File: src/rtl/cv32e40p_tmr_fault_monitor.sv
// TMR voter fault monitor: persistence FSM, saturating counter, first-index capture and irq.
// Optional sticky per-voter mask is built when CV32E40P_TMR_FAULT_MASK_EN is defined.
module cv32e40p_tmr_fault_monitor #(
  parameter int N_VOTERS    = 32,
  parameter int CNT_W       = 16,
  parameter int PERSIST_THR = 4
) (
  input  logic                        clk,
  input  logic                        rst_n,
  input  logic                        en_i,
  input  logic [N_VOTERS-1:0]         faulty_i,
  input  logic                        clear_i,
  input  logic                        irq_ack_i,
  output logic [1:0]                  state_o,
  output logic [CNT_W-1:0]            fault_cnt_o,
  output logic                        first_vld_o,
  output logic [$clog2(N_VOTERS)-1:0] first_idx_o,
  output logic                        irq_o,
  output logic [N_VOTERS-1:0]         fault_mask_o
);

  localparam int IDX_W = $clog2(N_VOTERS);
  localparam logic [7:0] THR = 8'(PERSIST_THR);
  localparam bit THR_ONE = (PERSIST_THR == 1);

  typedef enum logic [1:0] {
    S_OK    = 2'd0,
    S_TRANS = 2'd1,
    S_PERM  = 2'd2
  } state_t;

  state_t             state_q;
  logic [7:0]         persist_q;
  logic [CNT_W-1:0]   cnt_q;
  logic               vld_q;
  logic [IDX_W-1:0]   idx_q;
  logic               irq_q;
  logic               irq_sent_q;
  logic               fault_any;
  logic [IDX_W-1:0]   low_idx;

  assign fault_any = en_i & (|faulty_i);

  // Priority encoder: lowest set faulty_i bit
  always_comb begin
    low_idx = '0;
    for (int i = N_VOTERS - 1; i >= 0; i--) begin
      if (faulty_i[i]) low_idx = IDX_W'(i);
    end
  end

  // FSM, counter, first-index capture and interrupt
  always_ff @(posedge clk or negedge rst_n) begin
    if (!rst_n) begin
      state_q    <= S_OK;
      persist_q  <= '0;
      cnt_q      <= '0;
      vld_q      <= 1'b0;
      idx_q      <= '0;
      irq_q      <= 1'b0;
      irq_sent_q <= 1'b0;
    end else if (clear_i) begin
      state_q    <= S_OK;
      persist_q  <= '0;
      cnt_q      <= '0;
      vld_q      <= 1'b0;
      idx_q      <= '0;
      irq_q      <= 1'b0;
      irq_sent_q <= 1'b0;
    end else begin
      if (fault_any && (cnt_q != {CNT_W{1'b1}})) begin
        cnt_q <= cnt_q + 1'b1;
      end
      if (fault_any && !vld_q) begin
        vld_q <= 1'b1;
        idx_q <= low_idx;
      end
      unique case (state_q)
        S_OK: begin
          if (fault_any) begin
            if (THR_ONE) begin
              state_q <= S_PERM;
            end else begin
              state_q   <= S_TRANS;
              persist_q <= 8'd1;
            end
          end
        end
        S_TRANS: begin
          if (fault_any) begin
            if (persist_q + 8'd1 == THR) begin
              state_q <= S_PERM;
            end else begin
              persist_q <= persist_q + 8'd1;
            end
          end else begin
            state_q   <= S_OK;
            persist_q <= '0;
          end
        end
        S_PERM: begin
          state_q <= S_PERM;
        end
        default: begin
          state_q   <= S_OK;
          persist_q <= '0;
        end
      endcase
      // irq fires once per PERMANENT episode; ack only matters while high
      if (irq_q && irq_ack_i) begin
        irq_q <= 1'b0;
      end else if ((state_q == S_PERM) && !irq_sent_q) begin
        irq_q      <= 1'b1;
        irq_sent_q <= 1'b1;
      end
    end
  end

  assign state_o     = state_q;
  assign fault_cnt_o = cnt_q;
  assign first_vld_o = vld_q;
  assign first_idx_o = idx_q;
  assign irq_o       = irq_q;

`ifdef CV32E40P_TMR_FAULT_MASK_EN
  logic [N_VOTERS-1:0] mask_q;

  // Sticky per-voter mask of every voter seen faulty while enabled
  always_ff @(posedge clk or negedge rst_n) begin
    if (!rst_n) begin
      mask_q <= '0;
    end else if (clear_i) begin
      mask_q <= '0;
    end else if (en_i) begin
      mask_q <= mask_q | faulty_i;
    end
  end

  assign fault_mask_o = mask_q;
`else
  assign fault_mask_o = '0;
`endif

endmodule

File: config.mk
export PLATFORM = sky130hd
export DESIGN_NAME = cv32e40p_tmr_fault_monitor
export DESIGN_NICKNAME = d
export VERILOG_FILES = /design/src/rtl/cv32e40p_tmr_fault_monitor.sv
export SDC_FILE = /design/constraint.sdc
export NUM_CORES = 1
export LEC_CHECK = 0
export CORE_MARGIN = 4
export CORE_UTILIZATION = 30
export CTS_BUF_LIST = sky130_fd_sc_hd__clkbuf_4
export DETAILED_ROUTE_END_ITERATION = 8
export DONT_BUFFER_PORTS = 1
export SYNTH_ARGS = -nofsm -noshare
export SYNTH_HDL_FRONTEND = slang
export SYNTH_SLANG_ARGS = --single-unit
File: constraint.sdc
create_clock -name clk -period 5.2 [get_ports clk]
set_input_delay 1.04 -clock clk [delete_from_list [all_inputs] [get_ports clk]]
set_output_delay 1.04 -clock clk [all_outputs]
set_load 0.005 [all_outputs]
==> Word-level counts from Yosys, hierarchy flattened <==
Cells that the tools add are included.
{ "word_totals": {"ff_bits": 34, "inputBits": 37, "out_inout_bits": 57, "elab_cells": 87} }
{ "classes": {"n_addsub": 2, "n_eq_ne": 9, "muxes": 53, "bitwise": 1, "n_reduce_logical": 15} }
{ "ops": {"columns": ["operator", "count"], "rows": [
  ["two-way mux 5 bit", 34],
  ["two-way mux 16 bit", 2],
  ["two-way mux 8 bit", 4],
  ["OR reduction 32 bit", 1],
  ["one-hot mux 8 bit (3 select lines)", 1],
  ["adder 16 x 1 -> 16 bit (second input constant)", 1],
  ["!= test 16 bit (second input constant)", 1],
  ["adder 8 x 1 -> 8 bit (second input constant)", 1],
  ["equality test 8 x 3 -> 1 bit (second input constant)", 1],
  ["two-way mux 2 bit", 4],
  ["!= test 4 bit (second input constant)", 2],
  ["two-way mux 1 bit", 7],
  ["one-hot mux 2 bit (3 select lines)", 1],
  ["nonzero test 2 bit", 3],
  ["logical AND 1 bit", 4],
  ["!= test 2 bit (second input constant)", 2],
  ["AND reduction 2 bit", 2],
  ["!= test 3 bit (second input constant)", 1],
  ["AND reduction 3 bit", 1],
  ["nonzero test 3 bit", 1],
  ["equality test 2 x 1 -> 1 bit (second input constant)", 1],
  ["equality test 2 bit (second input constant)", 1],
  ["zero test 1 bit", 2],
  ["zero test 2 bit", 1],
  ["AND 1 bit", 1]
]} }

==> Depth between registers and ports, before layout <==
Gate-level depths: netlist of the first run.
{ "depth": {"word_depth": 34, "ltp_mapped": 8, "depth_no_buf": 6} }

==> Worst setup path before layout of the first run <==
No wires, ideal clock.
{ "synth_timing": {"path_type": "input -> register", "from": "input faulty_i[0]", "to": "register cnt_q[0] (netlist: fault_cnt_o[0])", "setup_ps": 132, "t_arrival_ps": 2312, "t_required_ps": 5068, "path_slack_ps": 2756, "stages": 8, "n_path_buf": 2, "cell_sequence": "nor4_2 -> nand4_1 -> o21ai_2 -> buf_4 -> buf_4 -> nor2_1 -> xnor2_1 -> nor2_1"} }
{ "synth_via": {"elab_chain_cells": 4} }
{ "synth_rtl": {"columns": ["element", "line", "rtl"], "rows": [
  ["start: declaration", "11", "input logic [N_VOTERS-1:0] faulty_i,"],
  ["OR reduction 32 bit", "42", "assign fault_any = en_i & (|faulty_i);"],
  ["AND 1 bit", "42", null],
  ["logical AND 1 bit", "71", "if (fault_any && (cnt_q != {CNT_W{1'b1}})) begin"],
  ["nonzero test 2 bit (no source line)", null, null],
  ["end signal: assignment", "72", "cnt_q <= cnt_q + 1'b1;"],
  ["end: declaration", "34", "logic [CNT_W-1:0] cnt_q;"]
]} }
No other way between the ends.
A chain may end at the register's enable or synchronous reset.

==> Worst setup path in the final report of the first run <==
{ "layout_timing": {"from": "input faulty_i[0]", "to": "register persist_q[1]"} }
{ "layout_via": {"elab_chain_cells": 5, "word_cells_on_any_way": 8, "cone_classes": "eq/ne: 2; mux: 3; bitwise: 1; reduce/logical: 2"} }
{ "layout_rtl": {"columns": ["element", "line", "rtl"], "rows": [
  ["OR reduction 32 bit (*)", "42", null],
  ["AND 1 bit (*)", "42", null],
  ["two-way mux 8 bit", "90", "if (fault_any) begin"],
  ["one-hot mux 8 bit (3 select lines)", "78", "unique case (state_q)"],
  ["two-way mux 8 bit", "62", "end else if (clear_i) begin"],
  ["end signal: assignment", "94", "persist_q <= persist_q + 8'd1;"],
  ["end: declaration", "33", "logic [7:0] persist_q;"]
]} }
Every way passes the cells marked *; elsewhere a longest branch is shown, timed or not.

==> results of run 1 <==
-- layout make-up --
| class | count | area, µm² |
|---|---|---|
| tap | 102 | 128 |
| sequential | 34 | 851 |
| inverter | 9 | 33.8 |
| multi-input combinational | 230 | 1360 |
| clock buffer | 5 | 37.5 |
| clock inverter | 3 | 11.3 |
| fill | 807 | 5350 |
-- worst max-delay path, cell delays in order --
cell and delay [ps]:
nor4_2 350, nand4_1 230, o21ai_2 760, nor2_2 220
or4b_1 510, o21ai_0 80
-- stage by stage --
| step | util (%) | instances | setup slack, ps |
|---|---|---|---|
| 3_5_place_dp | 30.6 | 375 | 1860 |
| 2_1_floorplan | - | 315 | 2760 |
| 3_3_place_gp | 30.6 | 375 | 1960 |
| 6_report | 31.2 | 383 | 2250 |
| 5_1_grt | 31.2 | 383 | 2070 |
| 4_1_cts | 31.2 | 383 | 2230 |
-- power groups by stage --
stage | clock network, mW | registers, mW | logic, mW
2_1_floorplan | 0 | 0.279 | 0.0545
3_3_place_gp | 0 | 0.282 | 0.0354
3_5_place_dp | 0 | 0.282 | 0.0360
4_1_cts | 0.146 | 0.277 | 0.0363
5_1_grt | 0.158 | 0.278 | 0.0428
6_report | 0.137 | 0.277 | 0.0365
-- cell families after synthesis --
kind of cell,count (synthesis),share of synthesized area (%)
adders and majority gates,2,1.03
xor gates and xnor gates,20,7.24
other,1,0.155
muxes,2,0.879
DFF,34,35.1
AOI/OAI and AO/OA,50,12.6
and+or+nand+nor,124,29.6
buffers and inverters,51,13.4
-- sequential cells by signal, summed over array words and instances, names as in the netlist --
register / cells
fault_cnt_o: 16
first_idx_o: 5
first_vld_o: 1
irq_o: 1
irq_sent_q: 1
persist_q: 8
state_o: 2
-- layer usage --
| layer | track usage, % | up-vias | wire, µm |
|---|---|---|---|
| li1 | - | 941 | - |
| met1 | 13.2 | 904 | 2160 |
| met2 | 18.7 | 67 | 2560 |
| met3 | 3.07 | 5 | 439 |
| met4 | 3.83 | 0 | 55 |
| met5 | 0 | - | 0 |
-- cell usage in the layout, fill, tap and decap left out, types with 3 or more instances in the layout --
cell type	Yosys	layout
conb_1	1	32
and4_1	4	4
nor2b_1	4	4
nor3_1	18	18
nor2_1	33	33
clkinv_1	0	3
nand3b_1	8	8
xnor2_1	19	19
nor4_1	4	4
nand4_1	4	4
nor4_2	7	7
a211oi_1	3	3
nand2_1	15	15
a31oi_1	3	3
inv_1	9	9
clkbuf_4	0	5
o21ai_0	11	11
or4b_1	3	3
nand3_1	12	12
a21oi_1	19	19
dfrtp_1	34	34
-- worst min path at each step --
stage | from | endpoint | slack, ps
after detailed placement | irq_sent_q | irq_sent_q | 490
after global routing | rst_n | persist_q[4] | 340
after floorplan | irq_sent_q | irq_sent_q | 460
after CTS | rst_n | first_idx_o[0] | 350
after global placement | irq_sent_q | irq_sent_q | 480
final | rst_n | persist_q[4] | 380
==> run summary, run 1 <==
Data required, critical path -> 5460 ps
Setup Skew -> 8.25 ps
Initial antenna violation count -> 0
Area leader, netlist -> dfrtp_1
Per-cell routed wire length -> 13.6 µm
Vias in the first global route -> 1,902
Total global routing track utilization -> 11.0%
Detailed Route Iter0 Violations -> 71
Overall Power -> 0.451 mW
Flops & latches, synth -> 34
Synth top area cells -> dfrtp_1 (35%), buf_4 (11%), xnor2_1 (6.9%)
Max-Slew Margin vs Limit -> 40.8%
CTS Buf Count -> 5
Clock buffer depth -> 2
Count leader, synth -> buf_4
Ant diodes -> 0
Share of layout cells above drive strength 1 -> 6.41%
Setup TNS after final layout -> 0 ps
Vias per inst -> 5.01
# IOs -> 94
Dpl cell area -> 2370 µm²
Yosys warnings -> 0
CTS Hold Buffers Added -> 0
Origin of the critical flop-to-flop path -> persist_q[0]
Post-Synthesis Cells -> 284
Row cnt -> 32
Area grow syn2layout -> 0.0515%
Post-synthesis async set-or-reset flop share -> 100%
Final net count -> 319
Root Driver -> clkbuf_4
Peak VDD IR -> 0.0677 mV
Critical path launch point type -> input pin
Post-DP HPWL -> 3970 µm
Min cycle time layout -> 2950 ps
Most used DFF post-synth -> dfrtp_1
Avg Cell Area, Syn -> 8.52 µm²
Kind of end point of the critical path -> flop
Initial Utilization -> 31.2%
Worst Setup SP -> faulty_i[0]
GP Congestion -> 0.762
Post-synth EDFFs -> 0
Gr ovfl total -> 0
Final antenna-violating net count -> 0
Mapped cell area -> 2420 µm²
Post-synthesis sequential area ratio -> 35.1%
Number of setup violations in the final report -> 0
Max-slew violation count -> 0
Pwr Density -> 186 nW/µm²
Yosys top cell area share -> 35.1%
Internal power -> 0.332 mW
Flop pwr share -> 61.4%
Clock power share -> 30.5%
Clock-pin slew on the worst setup and hold paths -> 110 ps
DRC -> 0
Setup bufs post-CTS -> 0
DRT Wirelength -> 5210 µm
Initial DRT Pass Iterations -> 4
Port Buf Inserts -> 0
Final worst-path cycle share -> 56.8%
Post-synth top cells -> buf_4 (35), dfrtp_1 (34), nor2_1 (33)
Largest net degree at the start of global routing -> 38
Die area -> 9570 µm²
CP arrival -> 3210 ps
Clock Sink Count -> 34
CTS tree -> done
Hold/Removal Path Class -> in2async
RSZ-0062 raised after global routing -> no
Switching Share -> 26.4%
H-tree depth -> 2
R2R depth -> 5
Vias -> 1,917
Flop-to-flop setup slack -> 3150 ps
Worst slew pin tran -> 888 ps
Die width -> 97.8 µm
Pleak -> 0.922 nW
Switching power -> 0.119 mW
Worst Setup EP -> persist_q[1]
Core Area -> 7770 µm²
Crit path max fanout -> 20
Netlist cell types -> 47
Resized cells post-CTS -> 0
First-pass GRT wire length -> 8890 µm
Logic pwr share -> 8.1%
Max_cap viols -> 0
Die Span Y -> 97.8 µm
Final hold violation count -> 0
Fmax -> 339 MHz
Crit Path Class -> in2reg
Worst-Skew Late Latency -> 340 ps
Outcome -> finished clean
Hold slack -> 380 ps
Post-route cell area -> 2420 µm²
Reg2reg end -> persist_q[1]
(Power assumes the default switching activity.)
==> run 2, diff against run 1 <==
- clock period: 5.2 -> 3 ns (I/O delays scaled with it)
==> run 2 against run 1 <==
Compared with the run above: critical path depth down 1; global-route usage up 0.30 points; register-to-register slack worse by 2200 ps; sequential share of layout area down 0.47 points; critical endpoint unchanged; largest power group unchanged.
==> run summary, run 2 (same netlist as run 1, synthesis figures left out) <==
Final worst-path cycle share -> 69.3%
First-pass GRT wire length -> 9170 µm (+3.2%)
Max-slew violation count -> 0 (unchanged)
Number of setup violations in the final report -> 0 (unchanged)
Max-Slew Margin vs Limit -> 59.8% (+19 points)
Die width -> 97.8 µm (unchanged)
Setup TNS after final layout -> 0 ps (unchanged)
Commonest non-fill, non-tap cell in the layout -> dfrtp_1
Die area -> 9570 µm² (unchanged)
DRT Wirelength -> 5390 µm (+3.5%)
Ant diodes -> 0 (unchanged)
Largest net degree at the start of global routing -> 38 (unchanged)
Levels on crit path -> 5 (-1)
Initial DRT Pass Iterations -> 4 (unchanged)
Clock buffer depth -> 2 (unchanged)
Detailed Route Iter0 Violations -> 134 (+89%)
Worst-Skew Late Latency -> 330 ps (about the same)
Clock Sink Count -> 34 (unchanged)
CTS Buf Count -> 5 (unchanged)
Crit path max fanout -> 4 (-80%)
Kind of end point of the critical path -> flop
Outcome -> finished clean
Pleak -> 0.941 nW (+2.1%)
Critical path launch point type -> flop
Crit Path Class -> reg2reg
R2R depth -> 5 (unchanged)
Post-layout util -> 31.6% (+0.42 points)
Port Buf Inserts -> 0 (unchanged)
Pwr Density -> 328 nW/µm² (+76%)
CP max-delay cell -> nor3_1
CTS tree -> done
Row cnt -> 32 (unchanged)
Worst Path Buf+Inv -> 0 (unchanged)
Area grow syn2layout -> 1.40%
Max FFs per register -> 16 (unchanged)
Min cycle time layout -> 2080 ps
Worst slew pin tran -> 598 ps (-290 ps)
Initial Utilization -> 31.2% (unchanged)
H-tree depth -> 2 (unchanged)
Data required, critical path -> 3210 ps (-2250 ps)
Max_cap viols -> 0 (unchanged)
Final hold violation count -> 0 (unchanged)
DRC -> 0 (unchanged)
Gr ovfl total -> 0 (unchanged)
Fmax -> 481 MHz
Peak VDD IR -> 0.126 mV (+86%)
Crit path max-delay family -> simple AND/OR/NAND/NOR gates
GP Congestion -> 0.748 (-1.9%)
Initial antenna violation count -> 0 (unchanged)
Core Area -> 7770 µm² (unchanged)
CP arrival -> 2290 ps (-920 ps)
Dpl cell area -> 2380 µm² (+0.32%)
Per-cell routed wire length -> 14.0 µm (+2.9%)
Die Span Y -> 97.8 µm (unchanged)
Vias per inst -> 4.96 (-0.88%)
Overall Power -> 0.806 mW (+79%)
Max incr delay on CP -> 520 ps (-240 ps)
Share of layout cells above drive strength 1 -> 7.77% (+1.4 points)
Clock-pin slew on the worst setup and hold paths -> 110 ps (about the same)
Setup bufs post-CTS -> 0 (unchanged)
Root Driver -> clkbuf_4
Crit path cell chain -> ha_1 > or4b_1 > nor3_1 > mux2i_1 > o21ai_0
Most frequent cells in the layout -> dfrtp_1 (34), nor2_1 (33), conb_1 (32), a21oi_1 (19), xnor2_1 (19)
Setup Skew -> 16.4 ps (+8.17 ps)
Vias in the first global route -> 1,893 (-0.47%)
RSZ-0062 raised after global routing -> no
Final net count -> 321 (+0.63%)
Final antenna-violating net count -> 0 (unchanged)
Post-DP HPWL -> 4010 µm (+0.92%)
Vias -> 1,910 (-0.37%)
# IOs -> 94 (unchanged)
Hold/Removal Path Class -> in2async
Post-route cell area -> 2450 µm² (+1.3%)
Hold slack -> 93.1 ps (-287 ps)
Total global routing track utilization -> 11.3% (+0.30 points)
## run 2: worst register-to-register path, stage by stage, from the launching register on
cell and delay (ps):
dfrtp_1 430, ha_1 220, or4b_1 470, nor3_1 520, mux2i_1 250, o21ai_0 80
## run 2: final timing paths
| check | startpoint | to | slack [ps] |
|---|---|---|---|
| min in group clk | clear_i | persist_q[3] | 320 |
| worst max-delay path | persist_q[0] | persist_q[1] | 920 |
| worst min register to register | irq_sent_q | irq_sent_q | 510 |
| max in group asynchronous | rst_n | fault_cnt_o[2] | 2710 |
| worst min-delay path | rst_n | fault_cnt_o[7] | 90 |
| worst max register to register | persist_q[0] | persist_q[1] | 920 |
## run 2: routing by layer
metal	up-vias	share of wire [%]	wire (µm)	track usage [%]
met4	0	0.67	36	2.88
met1	903	43	2310	13.9
met5	-	0	0	0
met3	2	7.5	402	3.57
met2	64	49	2650	19.1
li1	941	-	-	-
## run 2: stage by stage
stage,cells,setup slack (ps)
after floorplan,315,996
after global placement,376,776
after detailed placement,376,731
after CTS,385,905
after global routing,385,706
final,385,920
## run 2: what timing repair did
action	4_1_cts	5_1_grt
hold buffers	1	0
endpoints found under the hold margin	34	0
gates resized for setup	0	0
## run 2: area by class of cell
class | instances | area [µm²]
clock buffers | 6 | 45.0
clock inverters | 2 | 8.76
fillers | 824 | 5310
inverters | 9 | 33.8
multi-input cells | 230 | 1360
flip-flops and latches | 34 | 851
well taps | 102 | 128
repair buffers | 2 | 27.5
## run 2: where the power goes
group / internal [mW] / switching (mW) / leakage [nW]
clock network: 0.0972 / 0.152 / 0.0331
registers: 0.466 / 0.0137 / 0.468
logic: 0.0289 / 0.0476 / 0.440
total: 0.592 / 0.214 / 0.941
